<file path="src/rtl/mem_access_ctrl_pkg.sv">
// mem_access_ctrl shared types: size codes, FSM states, lane helpers.
// MEM_CTRL_RMW_EN adds the MERGE state for read-modify-write stores.
package mem_access_ctrl_pkg;

  localparam logic [1:0] SZ_WORD = 2'd0;
  localparam logic [1:0] SZ_HALF = 2'd1;
  localparam logic [1:0] SZ_BYTE = 2'd2;

`ifdef MEM_CTRL_RMW_EN
  typedef enum logic [2:0] {
    IDLE, RD, LD_DATA, WR, MERGE
  } state_t;
`else
  typedef enum logic [2:0] {
    IDLE, RD, LD_DATA, WR
  } state_t;
`endif

  // Big-endian lanes: mask[3] is byte offset 0 (bits 31:24)
  function automatic logic [3:0] laneMask(
    input logic [1:0] size,
    input logic [1:0] off
  );
    case (size)
      SZ_WORD: laneMask = 4'b1111;
      SZ_HALF: laneMask = off[1] ? 4'b0011 : 4'b1100;
      SZ_BYTE: laneMask = 4'b1000 >> off;
      default: laneMask = 4'b0000;
    endcase
  endfunction

  function automatic logic [31:0] replicate(
    input logic [1:0]  size,
    input logic [31:0] data
  );
    case (size)
      SZ_HALF: replicate = {2{data[15:0]}};
      SZ_BYTE: replicate = {4{data[7:0]}};
      default: replicate = data;
    endcase
  endfunction

  function automatic logic misaligned(
    input logic [1:0] size,
    input logic [1:0] off
  );
    case (size)
      SZ_WORD: misaligned = (off != 2'd0);
      SZ_HALF: misaligned = off[0];
      SZ_BYTE: misaligned = 1'b0;
      default: misaligned = 1'b1;
    endcase
  endfunction

endpackage

</file>
<file path="src/rtl/mem_access_ctrl_merge.sv">
// mem_store_merge: replaces the addressed store lanes in a word.
// Also reports the lane mask for byte-enable driven writes.
module mem_store_merge
  import mem_access_ctrl_pkg::*;
(
  input  logic [31:0] oldWord,
  input  logic [31:0] storeData,
  input  logic [1:0]  size,
  input  logic [1:0]  offset,
  output logic [31:0] merged,
  output logic [3:0]  mask
);

  logic [31:0] bitMask;
  logic [31:0] repData;

  assign mask    = laneMask(size, offset);
  assign repData = replicate(size, storeData);
  assign bitMask = {{8{mask[3]}}, {8{mask[2]}},
                    {8{mask[1]}}, {8{mask[0]}}};
  assign merged  = (oldWord & ~bitMask) | (repData & bitMask);

endmodule

</file>
<file path="src/rtl/mem_access_ctrl.sv">
// mem_access_ctrl: sequences MEM-stage loads/stores onto a sync RAM.
// Define MEM_CTRL_RMW_EN for read-modify-write sub-word stores.
module mem_access_ctrl
  import mem_access_ctrl_pkg::*;
#(
  parameter int ADDR_W = 10
) (
  input  logic              clk,
  input  logic              rst,
  input  logic              req_valid,
  input  logic              req_write,
  input  logic [31:0]       req_addr,
  input  logic [31:0]       req_wdata,
  input  logic [1:0]        req_size,
  input  logic              req_zext,
  output logic              stall,
  output logic              done,
  output logic              addr_err,
  output logic [31:0]       rdata,
  output logic              mem_en,
  output logic              mem_we,
  output logic [3:0]        mem_be,
  output logic [ADDR_W-1:0] mem_addr,
  output logic [31:0]       mem_wdata,
  input  logic [31:0]       mem_rdata
);

  state_t state, nextState;

  logic              accept;
  logic              badReq;
  logic [ADDR_W-1:0] capAddr;
  logic [1:0]        capOff;
  logic [1:0]        capSize;
  logic              capZext;
  logic              capWrite;
  logic [31:0]       capWdata;
  logic [31:0]       oldWord;
  logic [31:0]       mergedWord;
  logic [3:0]        laneEn;
  logic [15:0]       lane16;
  logic [7:0]        lane8;
  logic [31:0]       loadVal;
  logic              memEn;
  logic              memWe;
  logic [3:0]        memBe;
  logic [31:0]       memWdata;
  logic              unusedAddr;

  assign accept = (state == IDLE) && req_valid && !done;
  assign badReq = misaligned(req_size, req_addr[1:0]);
  assign stall  = req_valid && !done;

  assign unusedAddr = ^req_addr[31:ADDR_W+2];

`ifdef MEM_CTRL_RMW_EN
  logic unusedMask;
  assign oldWord    = mem_rdata;
  assign unusedMask = ^laneEn;
`else
  assign oldWord = replicate(capSize, capWdata);
`endif

  mem_store_merge u_merge (
    .oldWord   (oldWord),
    .storeData (capWdata),
    .size      (capSize),
    .offset    (capOff),
    .merged    (mergedWord),
    .mask      (laneEn)
  );

  // State register
  always_ff @(posedge clk) begin
    if (rst) state <= IDLE;
    else     state <= nextState;
  end

  // Next state and memory strobes
  always_comb begin
    nextState = state;
    memEn     = 1'b0;
    memWe     = 1'b0;
    memBe     = 4'b1111;
    memWdata  = capWdata;
    case (state)
      IDLE: begin
        if (accept && !badReq) begin
          if (!req_write)
            nextState = RD;
          else if (req_size == SZ_WORD)
            nextState = WR;
          else
`ifdef MEM_CTRL_RMW_EN
            nextState = RD;
`else
            nextState = WR;
`endif
        end
      end
      RD: begin
        memEn = 1'b1;
`ifdef MEM_CTRL_RMW_EN
        nextState = capWrite ? MERGE : LD_DATA;
`else
        nextState = capWrite ? IDLE : LD_DATA;
`endif
      end
      LD_DATA: nextState = IDLE;
      WR: begin
        memEn = 1'b1;
        memWe = 1'b1;
`ifndef MEM_CTRL_RMW_EN
        memBe    = laneEn;
        memWdata = mergedWord;
`endif
        nextState = IDLE;
      end
`ifdef MEM_CTRL_RMW_EN
      MERGE: begin
        memEn     = 1'b1;
        memWe     = 1'b1;
        memWdata  = mergedWord;
        nextState = IDLE;
      end
`endif
      default: nextState = IDLE;
    endcase
  end

  // Reset gates the strobe so an abandoned write never lands
  assign mem_en    = memEn && !rst;
  assign mem_we    = memWe && !rst;
  assign mem_be    = memBe;
  assign mem_addr  = capAddr;
  assign mem_wdata = memWdata;

  // Big-endian lane extraction and sign/zero extension
  always_comb begin
    lane16  = capOff[1] ? mem_rdata[15:0] : mem_rdata[31:16];
    lane8   = mem_rdata[31:24];
    loadVal = mem_rdata;
    case (capOff)
      2'd1:    lane8 = mem_rdata[23:16];
      2'd2:    lane8 = mem_rdata[15:8];
      2'd3:    lane8 = mem_rdata[7:0];
      default: lane8 = mem_rdata[31:24];
    endcase
    if (capSize == SZ_HALF)
      loadVal = {{16{!capZext && lane16[15]}}, lane16};
    else if (capSize == SZ_BYTE)
      loadVal = {{24{!capZext && lane8[7]}}, lane8};
  end

  // Request capture, completion pulse and load result
  always_ff @(posedge clk) begin
    if (rst) begin
      done     <= 1'b0;
      addr_err <= 1'b0;
      rdata    <= '0;
      capAddr  <= '0;
      capOff   <= '0;
      capSize  <= '0;
      capZext  <= 1'b0;
      capWrite <= 1'b0;
      capWdata <= '0;
    end else begin
      done     <= 1'b0;
      addr_err <= 1'b0;
      if (accept) begin
        capAddr  <= req_addr[ADDR_W+1:2];
        capOff   <= req_addr[1:0];
        capSize  <= req_size;
        capZext  <= req_zext;
        capWrite <= req_write;
        capWdata <= req_wdata;
        if (badReq) begin
          done     <= 1'b1;
          addr_err <= 1'b1;
        end
      end
      case (state)
        LD_DATA: begin
          rdata <= loadVal;
          done  <= 1'b1;
        end
        WR: done <= 1'b1;
`ifdef MEM_CTRL_RMW_EN
        MERGE: done <= 1'b1;
`endif
        default: ;
      endcase
    end
  end

endmodule

</file>
<file path="config.mk">
export PLATFORM = sky130hd
export DESIGN_NAME = mem_access_ctrl
export DESIGN_NICKNAME = d
export VERILOG_FILES = /design/src/rtl/mem_access_ctrl_pkg.sv /design/src/rtl/mem_access_ctrl_merge.sv /design/src/rtl/mem_access_ctrl.sv
export SDC_FILE = /design/constraint.sdc
export NUM_CORES = 1
export LEC_CHECK = 0
export BUFFER_PORTS_ARGS = -buffer_cell sky130_fd_sc_hd__buf_2
export CAP_MARGIN = 5
export CORE_MARGIN = 4
export CORE_UTILIZATION = 49
export CTS_CLUSTER_DIAMETER = 80
export DETAILED_ROUTE_END_ITERATION = 12
export GPL_TIMING_DRIVEN = 0
export PLACE_DENSITY = 0.83
export SYNTH_ARGS = -nofsm -noshare
export SYNTH_HDL_FRONTEND = slang
export SYNTH_SLANG_ARGS = --single-unit
</file>
<file path="constraint.sdc">
create_clock -name clk -period 2.9 [get_ports clk]
set_input_delay 0.58 -clock clk [delete_from_list [all_inputs] [get_ports clk]]
set_output_delay 0.58 -clock clk [all_outputs]
set_load 0.02 [all_outputs]
</file>
==> impl_metrics.csv <==
group,metric,value,unit
clocking,cts.root.buffer_cell,"clkbuf_8",
min_path,timing.hold.worst_path_depth,3,
min_path,min_delay_worst_endpoint,"capWdata[18]",
placement,place.detailed.instances,780,
worst_setup_path,worst_r2r_startpoint,"state[1]",
sta,hold_viol_final,0,
route,totalWireLength,12870,um
worst_setup_path,critical_path.startpoint_type,"flip-flop",
sta,timing.fmax,364.4,MHz
worst_setup_path,timing.critical_path.required,2.32,ns
worst_setup_path,worst-endpoint-arrival,2.16,ns
sta,hold-worst-slack,0.4538,ns
sta,fin_crit_sh,94.64,%
grt,grt_pass1_wl,20560,um
min_path,min-delay-path-class,"in2reg",
worst_setup_path,regToRegEndpoint,"rdata[5]",
cells_and_area,flow.area_growth_from_synthesis,28.58,%
route,drtAntennaViolNets,0,
pwr,max_ir_drop_vdd,0.4196,mV
sta,unrepaired_setup_endpoints_after_global_routing,"false",
logic_synthesis,post_synth.cell_area_avg,7.810,um2
status,status,"complete, no violations",
logic_synthesis,yosysTopAreaCell,"dfxtp_1",
logic_synthesis,ys_ff_latch,84,
clocking,cts_hold_buffers,0,
worst_setup_path,timing.critical_path.max_delay_family,"buffers and inverters",
placement,gp_congestion,0.9097,
clocking,cts_made_buffers,9,
grt,grt_start_max_net_pins,13,
sta,fin_setup_tns,0,ns
placement,placed_cell_area,4960,um2
sta,final_setup_vio_count,0,
cells_and_area,finalInstanceArea,5151,um2
worst_setup_path,max_stage_delay_on_crit_path,0.35,ns
cells_and_area,drive_gt1_share,29.67,%
sta,min_clock_period_post_route,2.745,ns
route,drt-pass1-iter-count,5,
grt,vias_in_the_first_global_route,4293,
cells_and_area,seqCellArea,1684,um2
sta,timing_worst_slew_pin_value,0.6281,ns
worst_setup_path,timing.setup.critical_path_class,"reg2out",
worst_setup_path,critical_path.max_fanout,12,
floorplanning,die_area,9687,um2
flow_run,max-cap-violations,0,
cells_and_area,post_layout_nonfiller_instances,793,
logic_synthesis,mappedNetlistArea,4006,um2
sta,worst_clock_skew,0.007960,ns
sta,slew_limit_headroom,57.85,%
pwr,total_power_divided_by_cell_area,532.7,nW/um2
worst_setup_path,path_buf_inv,3,
placement,hpwlAfterDp,9985,um
grt,grt.overflow.total,0,
cells_and_area,finalNetCount,796,
min_path,min_from,"req_wdata[18]",
cells_and_area,multiInputGateArea,2098,um2
logic_synthesis,mappedNetlistNets,622,
route,drt_iter0_drc,213,
clocking,clockBufferDepth,2,
logic_synthesis,ys_seq_area_share,41.97,%
floorplanning,design.portCount,186,
route,via_count,4410,
floorplanning,initial_core_util,51.05,%
clocking,cts.reportedPaths.clkPinSlew,0.08,ns
cells_and_area,num-fill-cells,713,
route,drcViolationCount,0,
worst_setup_path,cell_breakdown_of_the_critical_path,"inv_1 > ha_2 > or2_2 > buf_1 > nand2_1 > o21ai_0 > buf_2",
logic_synthesis,synth.top_cell.area_share,41.97,%
clocking,ctsHtreeMaxLevel,3,
route,mean_number_of_vias_per_cell,5.561,
logic_synthesis,post_synth_num_cell_types,37,
logic_synthesis,synthesis.instances,513,
logic_synthesis,synth_area_leaders,"dfxtp_1 (42%), nand2_1 (12%), a21oi_1 (7.4%)",
placement,numPortBuffers,165,
worst_setup_path,crit_path_end_kind,"primary output",
floorplanning,placementRows,32,
clocking,insertion_delay,0.35,ns
worst_setup_path,setup.reg_to_reg.worst_slack,1.02,ns
sta,timing.final.max_slew_violations,0,
route,met2RoutedLength,6131,um
floorplanning,fp.coreArea,7848,um2
route,wl_met1,5183,um
logic_synthesis,synthesis.yosys.warnings,0,
grt,antenna_violations_before_repair,0,
route,avgRoutedWirePerCell,16.23,um
clocking,cts.repair_timing.setup_buffer_count,0,
clocking,clock_sink_count,84,
cells_and_area,antennaDiodeCount,0,
route,routed.top_layer,"met4",
worst_setup_path,slowest_stage,"dfxtp_2",
clocking,tritoncts,"yes",
floorplanning,chipWidth,98.42,um
floorplanning,die_height,98.42,um
grt,gr-usage-all-layers,25.93,%
pwr,p_leak,2.306,nW
route,met3_wirelength,1196,um
worst_setup_path,worst_r2r_path_depth,5,
==> registers in the layout, indices dropped and copies added (netlist names) <==
name / cells
state: 2
mem_addr: 10
capWdata: 32
rdata: 32
capZext: 1
addr_err: 1
capSize: 2
capWrite: 1
done: 1
capOff: 2
==> worst register-to-register path: cells and delay by family, from the launching register on <==
kind | cells | cell delay (ns)
buffers and inverters | 2 | 0.72
AO/OA/AOI/OAI | 1 | 0.23
AND/OR/NAND/NOR | 2 | 0.41
flip-flops | 1 | 0.44
==> cell usage after synthesis <==
| library cell | count |
|---|---|
| mux2_4 | 1 |
| mux2i_1 | 7 |
| or3_1 | 1 |
| ha_1 | 6 |
| nand2_1 | 124 |
| nor3_1 | 5 |
| nand2b_1 | 29 |
| clkbuf_1 | 36 |
| o21ai_1 | 1 |
| a31oi_1 | 16 |
| dfxtp_1 | 84 |
| o31ai_1 | 1 |
| o221ai_1 | 1 |
| and3_1 | 2 |
| nand2_2 | 1 |
| nand3_1 | 7 |
| nor2b_1 | 3 |
| a311oi_4 | 1 |
| buf_1 | 3 |
| buf_6 | 2 |
| a2111oi_2 | 1 |
| and4_1 | 1 |
| nor3_2 | 1 |
| buf_2 | 9 |
| mux2_2 | 1 |
| mux4_2 | 1 |
| a21oi_1 | 59 |
| a21o_1 | 2 |
| a2bb2oi_1 | 7 |
| and2_1 | 2 |
| inv_1 | 6 |
| o21ai_0 | 28 |
| a22oi_1 | 8 |
| or2_2 | 2 |
| a22o_1 | 10 |
| a211oi_1 | 30 |
| nor2_1 | 14 |
==> layout by cell type (no fill, tap or decap), types with 2 or more instances in the layout <==
master,instances
nand2_1,124
clkbuf_2,2
a21oi_1,59
clkbuf_8,10
buf_2,174
a2bb2oi_1,7
dfxtp_2,2
a22o_1,10
ha_1,3
buf_6,2
and3_1,2
ha_2,3
nand3_1,7
and2_1,2
a211oi_1,30
mux2i_1,7
a31oi_1,16
o21ai_0,28
nand2b_1,29
a21o_1,2
nor2_1,13
a22oi_1,8
nor3_1,5
nor2b_1,3
buf_1,3
inv_1,6
clkbuf_1,35
or2_2,2
dfxtp_1,82
==> power breakdown <==
part	switching (mW)	internal [mW]	leakage, nW	total [mW]
sequential	0.0584	1.24	0.688	1.30
combinational	0.392	0.235	1.52	0.627
clock	0.404	0.417	0.0935	0.822
total	0.855	1.89	2.31	2.74
==> metrics by stage <==
step                power, mW  setup WS, ns  util [%]
finish                  2.744        0.1554     65.64
global route            2.873       0.04429     65.64
CTS                     2.740       0.05150     65.50
detailed placement      1.940        0.1694     63.20
global placement        1.921        0.1799     63.20
floorplan               1.704        0.4743         -
==> layer usage <==
metal / vias up / track usage (%)
met1: 2036 / 32.49
met5: - / 0
met4: 0 / 11.03
met3: 33 / 5.591
met2: 211 / 43.16
li1: 2130 / -
==> final cells by class <==
cell class                      count  area share, %
Inverter                            6         0.4372
Buffer                             48          4.056
Clock inverter                      2         0.6801
Timing Repair Buffer              165          16.03
Multi-Input combinational cell    373          40.73
Tap cell                          102          2.478
Clock buffer                       13          2.890
Sequential cell                    84          32.69
==> how the worst max path moves through the flow <==
stage | start | to | cells after the start
floorplan | capSize[0] | mem_be[2] | 7
global placement | capSize[0] | mem_be[2] | 8
detailed placement | capSize[0] | mem_be[2] | 8
CTS | capSize[0] | mem_wdata[16] | 7
global route | capSize[0] | mem_wdata[17] | 7
finish | capSize[0] | mem_wdata[16] | 7
==> logic make-up (layout without fill, tap and decap cells) <==
kind of cell / count (synthesis) / count (layout) / synth area share (%)
buffers and inverters: 56 / 234 / 5.902
AO/OA/AOI/OAI: 165 / 165 / 26.14
AND/OR/NAND/NOR: 192 / 192 / 21.14
flip-flops: 84 / 84 / 41.97
multiplexers: 10 / 10 / 2.967
adder cells (fa/ha/maj): 6 / 6 / 1.874
==> timing repair <==
action,CTS,global route
hold endpoints to repair,0,0
pin swaps,0,0
gates resized for setup,2,7
endpoints found under the setup margin,3,20
(Power assumes the default switching activity.)
